**config.mk**
```make
export PLATFORM = sky130hd
export DESIGN_NAME = ysyx_bus_arb
export DESIGN_NICKNAME = d
export VERILOG_FILES = /design/src/rtl/ysyx_bus_arb.sv
export SDC_FILE = /design/constraint.sdc
export NUM_CORES = 1
export LEC_CHECK = 0
export BUFFER_PORTS_ARGS = -buffer_cell sky130_fd_sc_hd__buf_2
export CORE_AREA = 3 3 131 133
export CTS_BUF_LIST = sky130_fd_sc_hd__clkbuf_16
export CTS_CLUSTER_DIAMETER = 200
export DETAILED_ROUTE_END_ITERATION = 6
export DIE_AREA = 0 0 134 136
export PLACE_DENSITY_LB_ADDON = 0.3
export SYNTH_ARGS = -nofsm -noshare
export SYNTH_HDL_FRONTEND = slang
export SYNTH_SLANG_ARGS = --single-unit
```
**constraint.sdc**
```tcl
create_clock -name clk -period 1.85 [get_ports clk]
set_clock_uncertainty 0.2 [all_clocks]
set_input_delay 0.185 -clock clk [delete_from_list [all_inputs] [get_ports clk]]
set_output_delay 0.185 -clock clk [all_outputs]
set_load 0.005 [all_outputs]
```
**src/rtl/ysyx_bus_arb.sv**
```systemverilog
// Two-master (IFU read-only, LSU read/write) arbiter onto one AXI-lite style memory port.
// Define YSYX_BUS_ARB_RR_EN for round-robin between IFU and LSU; otherwise LSU has fixed priority.
module ysyx_bus_arb #(
    parameter int ADDR_W = 32,
    parameter int DATA_W = 32
) (
    input  logic                clk,
    input  logic                rst,
    input  logic [ADDR_W-1:0]   ifu_araddr,
    input  logic                ifu_arvalid,
    output logic [DATA_W-1:0]   ifu_rdata,
    output logic                ifu_rvalid,
    input  logic [ADDR_W-1:0]   lsu_araddr,
    input  logic                lsu_arvalid,
    output logic [DATA_W-1:0]   lsu_rdata,
    output logic                lsu_rvalid,
    input  logic [ADDR_W-1:0]   lsu_awaddr,
    input  logic                lsu_awvalid,
    input  logic [DATA_W-1:0]   lsu_wdata,
    input  logic [DATA_W/8-1:0] lsu_wstrb,
    output logic                lsu_bvalid,
    output logic [ADDR_W-1:0]   mem_araddr,
    output logic                mem_arvalid,
    input  logic                mem_arready,
    input  logic [DATA_W-1:0]   mem_rdata,
    input  logic                mem_rvalid,
    output logic [ADDR_W-1:0]   mem_awaddr,
    output logic                mem_awvalid,
    input  logic                mem_awready,
    output logic [DATA_W-1:0]   mem_wdata,
    output logic [DATA_W/8-1:0] mem_wstrb,
    output logic                mem_wvalid,
    input  logic                mem_wready,
    input  logic                mem_bvalid
);

    typedef enum logic [2:0] {S_IDLE, S_AR, S_R, S_AW, S_B} state_t;
    typedef enum logic {OWN_LSU = 1'b0, OWN_IFU = 1'b1} owner_t;

    state_t              state;
    owner_t              owner;
    logic [ADDR_W-1:0]   addr_q;
    logic [DATA_W-1:0]   wdata_q;
    logic [DATA_W/8-1:0] wstrb_q;
    logic                aw_done;
    logic                w_done;

    logic                lsu_req;
    logic                resp_busy;
    logic                grant_ifu;
    logic                aw_ok;
    logic                w_ok;
    logic [ADDR_W-1:0]   grant_addr;

    assign lsu_req   = lsu_awvalid | lsu_arvalid;
    // Hold off re-arbitration while a response pulse is visible so the master can drop valid.
    assign resp_busy = ifu_rvalid | lsu_rvalid | lsu_bvalid;
    assign aw_ok     = aw_done | (mem_awvalid & mem_awready);
    assign w_ok      = w_done  | (mem_wvalid  & mem_wready);

`ifdef YSYX_BUS_ARB_RR_EN
    assign grant_ifu = ifu_arvalid & (~lsu_req | (owner == OWN_LSU));
`else
    assign grant_ifu = ifu_arvalid & ~lsu_req;
`endif

    // NOTE: every always_comb output gets a default first so no path can infer a latch.
    always_comb begin
        grant_addr = lsu_awvalid ? lsu_awaddr : lsu_araddr;
        if (grant_ifu)
            grant_addr = ifu_araddr;
    end

    // The latched request drives the slave directly, so addresses stay stable while valid.
    assign mem_araddr = addr_q;
    assign mem_awaddr = addr_q;
    assign mem_wdata  = wdata_q;
    assign mem_wstrb  = wstrb_q;

    // NOTE: all state updates are non-blocking so every register samples pre-edge values.
    always_ff @(posedge clk) begin
        if (!rst) begin
            state       <= S_IDLE;
            owner       <= OWN_LSU;
            addr_q      <= '0;
            wdata_q     <= '0;
            wstrb_q     <= '0;
            aw_done     <= 1'b0;
            w_done      <= 1'b0;
            mem_arvalid <= 1'b0;
            mem_awvalid <= 1'b0;
            mem_wvalid  <= 1'b0;
            ifu_rvalid  <= 1'b0;
            lsu_rvalid  <= 1'b0;
            lsu_bvalid  <= 1'b0;
            ifu_rdata   <= '0;
            lsu_rdata   <= '0;
        end else begin
            ifu_rvalid <= 1'b0;
            lsu_rvalid <= 1'b0;
            lsu_bvalid <= 1'b0;
            case (state)
                S_IDLE: begin
                    if (!resp_busy && (ifu_arvalid || lsu_req)) begin
                        addr_q <= grant_addr;
                        owner  <= grant_ifu ? OWN_IFU : OWN_LSU;
                        if (!grant_ifu && lsu_awvalid) begin
                            wdata_q     <= lsu_wdata;
                            wstrb_q     <= lsu_wstrb;
                            aw_done     <= 1'b0;
                            w_done      <= 1'b0;
                            mem_awvalid <= 1'b1;
                            mem_wvalid  <= 1'b1;
                            state       <= S_AW;
                        end else begin
                            mem_arvalid <= 1'b1;
                            state       <= S_AR;
                        end
                    end
                end
                S_AR: begin
                    if (mem_arready) begin
                        mem_arvalid <= 1'b0;
                        state       <= S_R;
                    end
                end
                S_R: begin
                    if (mem_rvalid) begin
                        if (owner == OWN_IFU) begin
                            ifu_rdata  <= mem_rdata;
                            ifu_rvalid <= 1'b1;
                        end else begin
                            lsu_rdata  <= mem_rdata;
                            lsu_rvalid <= 1'b1;
                        end
                        state <= S_IDLE;
                    end
                end
                S_AW: begin
                    aw_done <= aw_ok;
                    w_done  <= w_ok;
                    if (mem_awready)
                        mem_awvalid <= 1'b0;
                    if (mem_wready)
                        mem_wvalid <= 1'b0;
                    if (aw_ok && w_ok)
                        state <= S_B;
                end
                S_B: begin
                    if (mem_bvalid) begin
                        lsu_bvalid <= 1'b1;
                        state      <= S_IDLE;
                    end
                end
                default: state <= S_IDLE;
            endcase
        end
    end

endmodule

```
# Word level (Yosys, flattened, before mapping)
# Index checks and enable logic that the tools add are counted.
# word_totals
ff_bits	144
out_inout_bits	170
# op_classes
mux	27
eq_ne	13
bitwise_logic	10
reduce_logical	20
# op_table
op	n
$mux W32	2
$ne A2 B2 Y1 const B	9
$mux W3	5
$pmux W3 S5	1
$reduce_and A3 Y1	5
$mux W1	13
$reduce_and A4 Y1	3
$pmux W1 S2	5
$eq A3 B2 Y1 const B	2
$or A1 B1 Y1	5
$reduce_and A5 Y1	1
$reduce_and A2 Y1	2
$reduce_bool A2 Y1	2
$and A1 B1 Y1	3
$eq A3 B1 Y1 const B	1
$eq A3 B3 Y1 const B	1
$logic_and A1 B1 Y1	3
$logic_not A3 Y1	1
$logic_not A1 Y1	2
$mux W2	1
$not A1 Y1	2
$logic_or A1 B1 Y1	1

# Depth between registers and ports, before layout
# logic_depth
ltp_word	8
depth_mapped	7
ltp_nobuf	4

# Worst setup path before layout
# Ideal clock, no wire load.
# synth_path
path_type	register to register
startpoint	register lsu_rvalid
endpoint	register addr_q[11], in the netlist mem_araddr[11]
arrival_ns	1.419
required_ns	1.580
setup_time_ns	0.070
slack_ns	0.161
path_stages_with_launch	6
path_buffers	1
cell_sequence	dfxtp_1 -> or3_4 -> nor3b_4 -> buf_6 -> o211ai_1 -> a21boi_1
# synth_between
elab_chain_len	5
# synth_rtl
element	line_no	rtl
from (decl)	16	output logic lsu_rvalid,
from (signal assigned)	94	lsu_rvalid <= 1'b0;
from (signal assigned)	100	lsu_rvalid <= 1'b0;
from (signal assigned)	134	lsu_rvalid <= 1'b1;
$or A1 B1 Y1 (2 in series)	57	assign resp_busy = ifu_rvalid | lsu_rvalid | lsu_bvalid;
$logic_not A1 Y1	104	if (!resp_busy && (ifu_arvalid || lsu_req)) begin
$logic_and A1 B1 Y1	104	
$reduce_and A2 Y1 (no line)	n/a	
to (signal assigned)	105	addr_q <= grant_addr;
to (decl)	42	logic [ADDR_W-1:0] addr_q;
# No other way between the ends.
# A chain may end at the register's enable or synchronous reset.

# Worst setup path after layout
# layout_path
startpoint	register lsu_rvalid
endpoint	register addr_q[15], in the netlist mem_araddr[15]
# The elaborated chain is that of the path after synthesis.

==> report_table.html <==
<table>
<tr><th>Metric</th><th>Value</th></tr>
<tr><th colspan="2">Run status</th></tr>
<tr><td>Outcome</td><td>finished, final reports clean</td></tr>
<tr><th colspan="2">Layout</th></tr>
<tr><td>Final design instance area without fill</td><td>10100 um^2</td></tr>
<tr><td>Filler Cells Inserted</td><td>1335</td></tr>
<tr><td>Multi-input logic area</td><td>2940 um^2</td></tr>
<tr><td>Leading cell type in the layout, fill and taps excluded</td><td>sky130_fd_sc_hd__buf_2</td></tr>
<tr><td>Final Non-Filler Cells</td><td>1411</td></tr>
<tr><td>Nets</td><td>1357</td></tr>
<tr><td>Finished Core Util</td><td>63.2%</td></tr>
<tr><td>Most frequent cells in the layout</td><td>sky130_fd_sc_hd__buf_2, sky130_fd_sc_hd__nand2_1, sky130_fd_sc_hd__dfxtp_1</td></tr>
<tr><td>Register Area</td><td>2880 um^2</td></tr>
<tr><td>Synth-to-Final Area Change</td><td>58.2%</td></tr>
<tr><td>Fraction of layout cells with a size suffix above 1</td><td>33.9%</td></tr>
<tr><th colspan="2">GRT</th></tr>
<tr><td>GRT busiest layer</td><td>met2</td></tr>
<tr><td>Met3 Use GR</td><td>7.14%</td></tr>
<tr><td>Initial antenna violation count</td><td>1</td></tr>
<tr><td>GR met2 Demand/Resource</td><td>42.1%</td></tr>
<tr><td>Remaining global-route overflow</td><td>0</td></tr>
<tr><td>GR Util met1</td><td>25.0%</td></tr>
<tr><td>Via count of the first global-routing pass</td><td>6765</td></tr>
<tr><td>Maximum number of pins on one net before global-route repair</td><td>44</td></tr>
<tr><td>Total Routing Usage GR</td><td>23.7%</td></tr>
<tr><td>Global-route wire length before repair</td><td>34.5 mm</td></tr>
<tr><th colspan="2">Drt</th></tr>
<tr><td>Total wire length after detailed routing</td><td>22.5 mm</td></tr>
<tr><td>Total number of vias</td><td>6736</td></tr>
<tr><td>Vias per Instance</td><td>4.77</td></tr>
<tr><td>Iteration count of the initial detailed-routing pass</td><td>7</td></tr>
<tr><td>Antenna violation net count after detailed routing</td><td>0</td></tr>
<tr><td>Average wire per cell in the routed design</td><td>16.0 um</td></tr>
<tr><td>Number of design-rule violations left by the first detailed-router iteration</td><td>279</td></tr>
<tr><td>Residual DRC</td><td>0</td></tr>
<tr><th colspan="2">Placement</th></tr>
<tr><td>Placed Instance Area</td><td>8120 um^2</td></tr>
<tr><td>GPL Wtd Cong</td><td>0.782</td></tr>
<tr><td>Total of buffers placed on input and output ports</td><td>343</td></tr>
<tr><td># placed instances</td><td>1241</td></tr>
<tr><td>Pre-CTS WS</td><td>33.1 ps</td></tr>
<tr><td>Sum of net half-perimeters after detailed placement</td><td>14.7 mm</td></tr>
<tr><th colspan="2">Yosys</th></tr>
<tr><td>Sequential cell area fraction in the yosys report</td><td>45.2%</td></tr>
<tr><td>Synthesized net count</td><td>921</td></tr>
<tr><td>Count of distinct cell types in the synthesized netlist</td><td>36</td></tr>
<tr><td>Warning count from the yosys run</td><td>0</td></tr>
<tr><td>Synthesized area per cell</td><td>8.53 um^2</td></tr>
<tr><td>Cell count after synthesis</td><td>747</td></tr>
<tr><td>Post-Synthesis Cell Area</td><td>6370 um^2</td></tr>
<tr><td>FF+latch count, synth</td><td>144</td></tr>
<tr><th colspan="2">Clock tree</th></tr>
<tr><td>Number of H-tree levels</td><td>4</td></tr>
<tr><td>Clock root buffer</td><td>sky130_fd_sc_hd__clkbuf_16</td></tr>
<tr><td>CTS Buf Count</td><td>17</td></tr>
<tr><td>Clk Latency, worst-skew pair</td><td>400 ps</td></tr>
<tr><td>CTS clk-pin slew, worst paths</td><td>60 ps</td></tr>
<tr><td>TritonCTS clock tree</td><td>built</td></tr>
<tr><td>CTS max path bufs</td><td>2</td></tr>
<tr><td>Clock Sink Count</td><td>144</td></tr>
<tr><th colspan="2">Timing</th></tr>
<tr><td>Count of final max-slew check failures</td><td>0</td></tr>
<tr><td>Final setup violation count</td><td>0</td></tr>
<tr><td>Worst Tran Pin Value</td><td>424 ps</td></tr>
<tr><td>Maximum operating frequency</td><td>554 MHz</td></tr>
<tr><td>Final setup slack of the worst path</td><td>45.7 ps</td></tr>
<tr><td>Hold violation total from the final report</td><td>0</td></tr>
<tr><td>Worst slew margin relative to its limit</td><td>71.7%</td></tr>
<tr><td>Period Utilization, post-route</td><td>97.5%</td></tr>
<tr><td>Setup repair after global routing missed its margin</td><td>yes</td></tr>
<tr><td>Minimum clock period</td><td>1800 ps</td></tr>
<tr><th colspan="2">Min path</th></tr>
<tr><td>Worst Hold Depth</td><td>5</td></tr>
<tr><td>WHS Endpoint</td><td>mem_araddr[28]</td></tr>
<tr><td>Min-Delay Startpoint</td><td>lsu_araddr[28]</td></tr>
<tr><td>Class of the tightest hold or removal check</td><td>in -&gt; reg</td></tr>
<tr><th colspan="2">Worst setup path</th></tr>
<tr><td>Capturing element type of the critical path</td><td>flip-flop</td></tr>
<tr><td>Endpoint of the most critical register-to-register path</td><td>mem_araddr[15]</td></tr>
<tr><td>Crit Reg-Reg Startpoint</td><td>lsu_rvalid</td></tr>
<tr><td>Critical path arrival</td><td>1930 ps</td></tr>
<tr><td>Reg2reg setup slack</td><td>50 ps</td></tr>
<tr><td>Startpoint types</td><td>flip-flop</td></tr>
<tr><td>Number of cell instances on the worst register-to-register path</td><td>5</td></tr>
<tr><td>Critical path data required time</td><td>1980 ps</td></tr>
<tr><td>Setup Crit Path Kind</td><td>reg -&gt; reg</td></tr>
<tr><td>Biggest fanout along the worst timing path</td><td>23</td></tr>
<tr><th colspan="2">Die</th></tr>
<tr><td>Horizontal die dimension</td><td>134 um</td></tr>
<tr><td>Floorplan die area</td><td>18200 um^2</td></tr>
<tr><td>Initial Util</td><td>40.0%</td></tr>
<tr><td>CORE AREA</td><td>15900 um^2</td></tr>
<tr><td>Number of placement rows</td><td>46</td></tr>
<tr><td>Total I/O pin count</td><td>344</td></tr>
<tr><td>Vertical die dimension</td><td>136 um</td></tr>
<tr><th colspan="2">Pwr</th></tr>
<tr><td>Max rail drop VDD</td><td>0.615 mV</td></tr>
<tr><td>Static Leakage</td><td>4.73 nW</td></tr>
<tr><td>Pwr per Cell Area</td><td>1080 nW/um^2</td></tr>
<tr><td>Total power draw</td><td>10.9 mW</td></tr>
<tr><th colspan="2">Flow run</th></tr>
<tr><td>Count of maximum capacitance violations</td><td>0</td></tr>
</table>
[worst max-delay path by stage]
stage	from	endpoint	slack, ps
6_report	lsu_rvalid	mem_araddr[15]	50
5_1_grt	lsu_rvalid	mem_araddr[15]	-30
4_1_cts	lsu_bvalid	mem_wdata[5]	30
3_5_place_dp	lsu_bvalid	mem_wdata[22]	30
3_3_place_gp	lsu_awvalid	mem_araddr[15]	90
2_1_floorplan	lsu_rvalid	mem_araddr[11]	160
[through the flow]
step	hold WS, ps	setup TNS (ps)
after floorplan	120	0
after global placement	234	0
after detailed placement	242	0
after CTS	1.01	0
after global routing	15.7	-80.5
final	22.6	0
[state kept, by name (all words and copies together), names as in the netlist, 3 cells and up]
signal and cells:
ifu_rdata 32, lsu_rdata 32, mem_araddr 32, mem_wdata 32, mem_wstrb 4, state 3
[where the power goes]
group          switching, mW  internal [mW]  leakage [nW]  total, mW
clock network           1.23           2.06         0.288       3.30
registers              0.350           3.62          1.17       3.97
logic                   1.88           1.79          3.27       3.67
[layout make-up]
class | count | share of cell area, %
well taps | 216 | 2.68
diodes | 2 | 0.0496
clock buffers | 17 | 4.22
multi-input cells | 513 | 29.2
flip-flops and latches | 144 | 28.6
clock inverters | 12 | 1.30
repair buffers | 506 | 33.9
inverters | 1 | 0.0372
[layer usage]
layer	part of all wire (%)	vias up	wire, um
li1	-	3326	-
met1	37	3074	8410
met2	50	276	11400
met3	7.9	60	1790
met4	4.3	0	964
met5	0	-	0
[cells by family (layout without fill, tap and decap cells)]
kind of cell | after synthesis | in the layout | synth area share [%]
AO/OA/AOI/OAI | 178 | 178 | 21.2
buffers and inverters | 90 | 536 | 8.70
flip-flops | 144 | 144 | 45.2
multiplexers | 34 | 34 | 5.34
other | 0 | 2 | 0
AND/OR/NAND/NOR | 301 | 301 | 19.5
[what timing repair did]
item / in CTS / in global routing
endpoints found under the setup margin: 0 / 59
hold buffers: 139 / 0
resized for setup: 0 / 2
buffers inserted: 0 / 0
hold endpoints to repair: 139 / 0
[cell usage after synthesis]
cell type / count / share of area (%)
sky130_fd_sc_hd__nor3b_1: 2 / 0.24
sky130_fd_sc_hd__and3_1: 1 / 0.098
sky130_fd_sc_hd__o2111a_1: 1 / 0.18
sky130_fd_sc_hd__clkbuf_1: 25 / 1.5
sky130_fd_sc_hd__a21oi_1: 2 / 0.16
sky130_fd_sc_hd__and3b_2: 1 / 0.16
sky130_fd_sc_hd__mux2i_1: 34 / 5.3
sky130_fd_sc_hd__buf_2: 17 / 1.3
sky130_fd_sc_hd__buf_4: 42 / 4.9
sky130_fd_sc_hd__a21boi_0: 96 / 11
sky130_fd_sc_hd__and3_2: 1 / 0.12
sky130_fd_sc_hd__nand3b_2: 1 / 0.18
sky130_fd_sc_hd__nor3_1: 1 / 0.078
sky130_fd_sc_hd__nor3_4: 1 / 0.26
sky130_fd_sc_hd__nand2b_1: 2 / 0.20
sky130_fd_sc_hd__and4bb_2: 1 / 0.20
sky130_fd_sc_hd__nand3_1: 2 / 0.16
sky130_fd_sc_hd__or3b_2: 1 / 0.14
sky130_fd_sc_hd__o21bai_1: 1 / 0.12
sky130_fd_sc_hd__a32oi_1: 3 / 0.41
sky130_fd_sc_hd__dfxtp_1: 144 / 45
sky130_fd_sc_hd__o211ai_2: 4 / 0.79
sky130_fd_sc_hd__nand4b_1: 1 / 0.14
sky130_fd_sc_hd__o211ai_1: 29 / 3.4
sky130_fd_sc_hd__inv_1: 1 / 0.059
sky130_fd_sc_hd__or3_4: 1 / 0.18
sky130_fd_sc_hd__o211a_1: 1 / 0.16
sky130_fd_sc_hd__nand2_1: 275 / 16
sky130_fd_sc_hd__nor3b_4: 1 / 0.29
sky130_fd_sc_hd__nor3_2: 1 / 0.16
sky130_fd_sc_hd__nor2_1: 2 / 0.12
sky130_fd_sc_hd__buf_6: 5 / 0.88
sky130_fd_sc_hd__a21boi_1: 38 / 4.5
sky130_fd_sc_hd__and2_1: 2 / 0.20
sky130_fd_sc_hd__o21ai_0: 3 / 0.24
sky130_fd_sc_hd__nor2b_1: 4 / 0.39
[critical path, stage by stage (launching register included)]
cell	delay, ps
sky130_fd_sc_hd__dfxtp_1	330
sky130_fd_sc_hd__or3_4	400
sky130_fd_sc_hd__nor3b_4	290
sky130_fd_sc_hd__buf_12	210
sky130_fd_sc_hd__o211ai_1	130
sky130_fd_sc_hd__a21boi_1	160
Note: power is estimated with default switching activity, not from simulation.
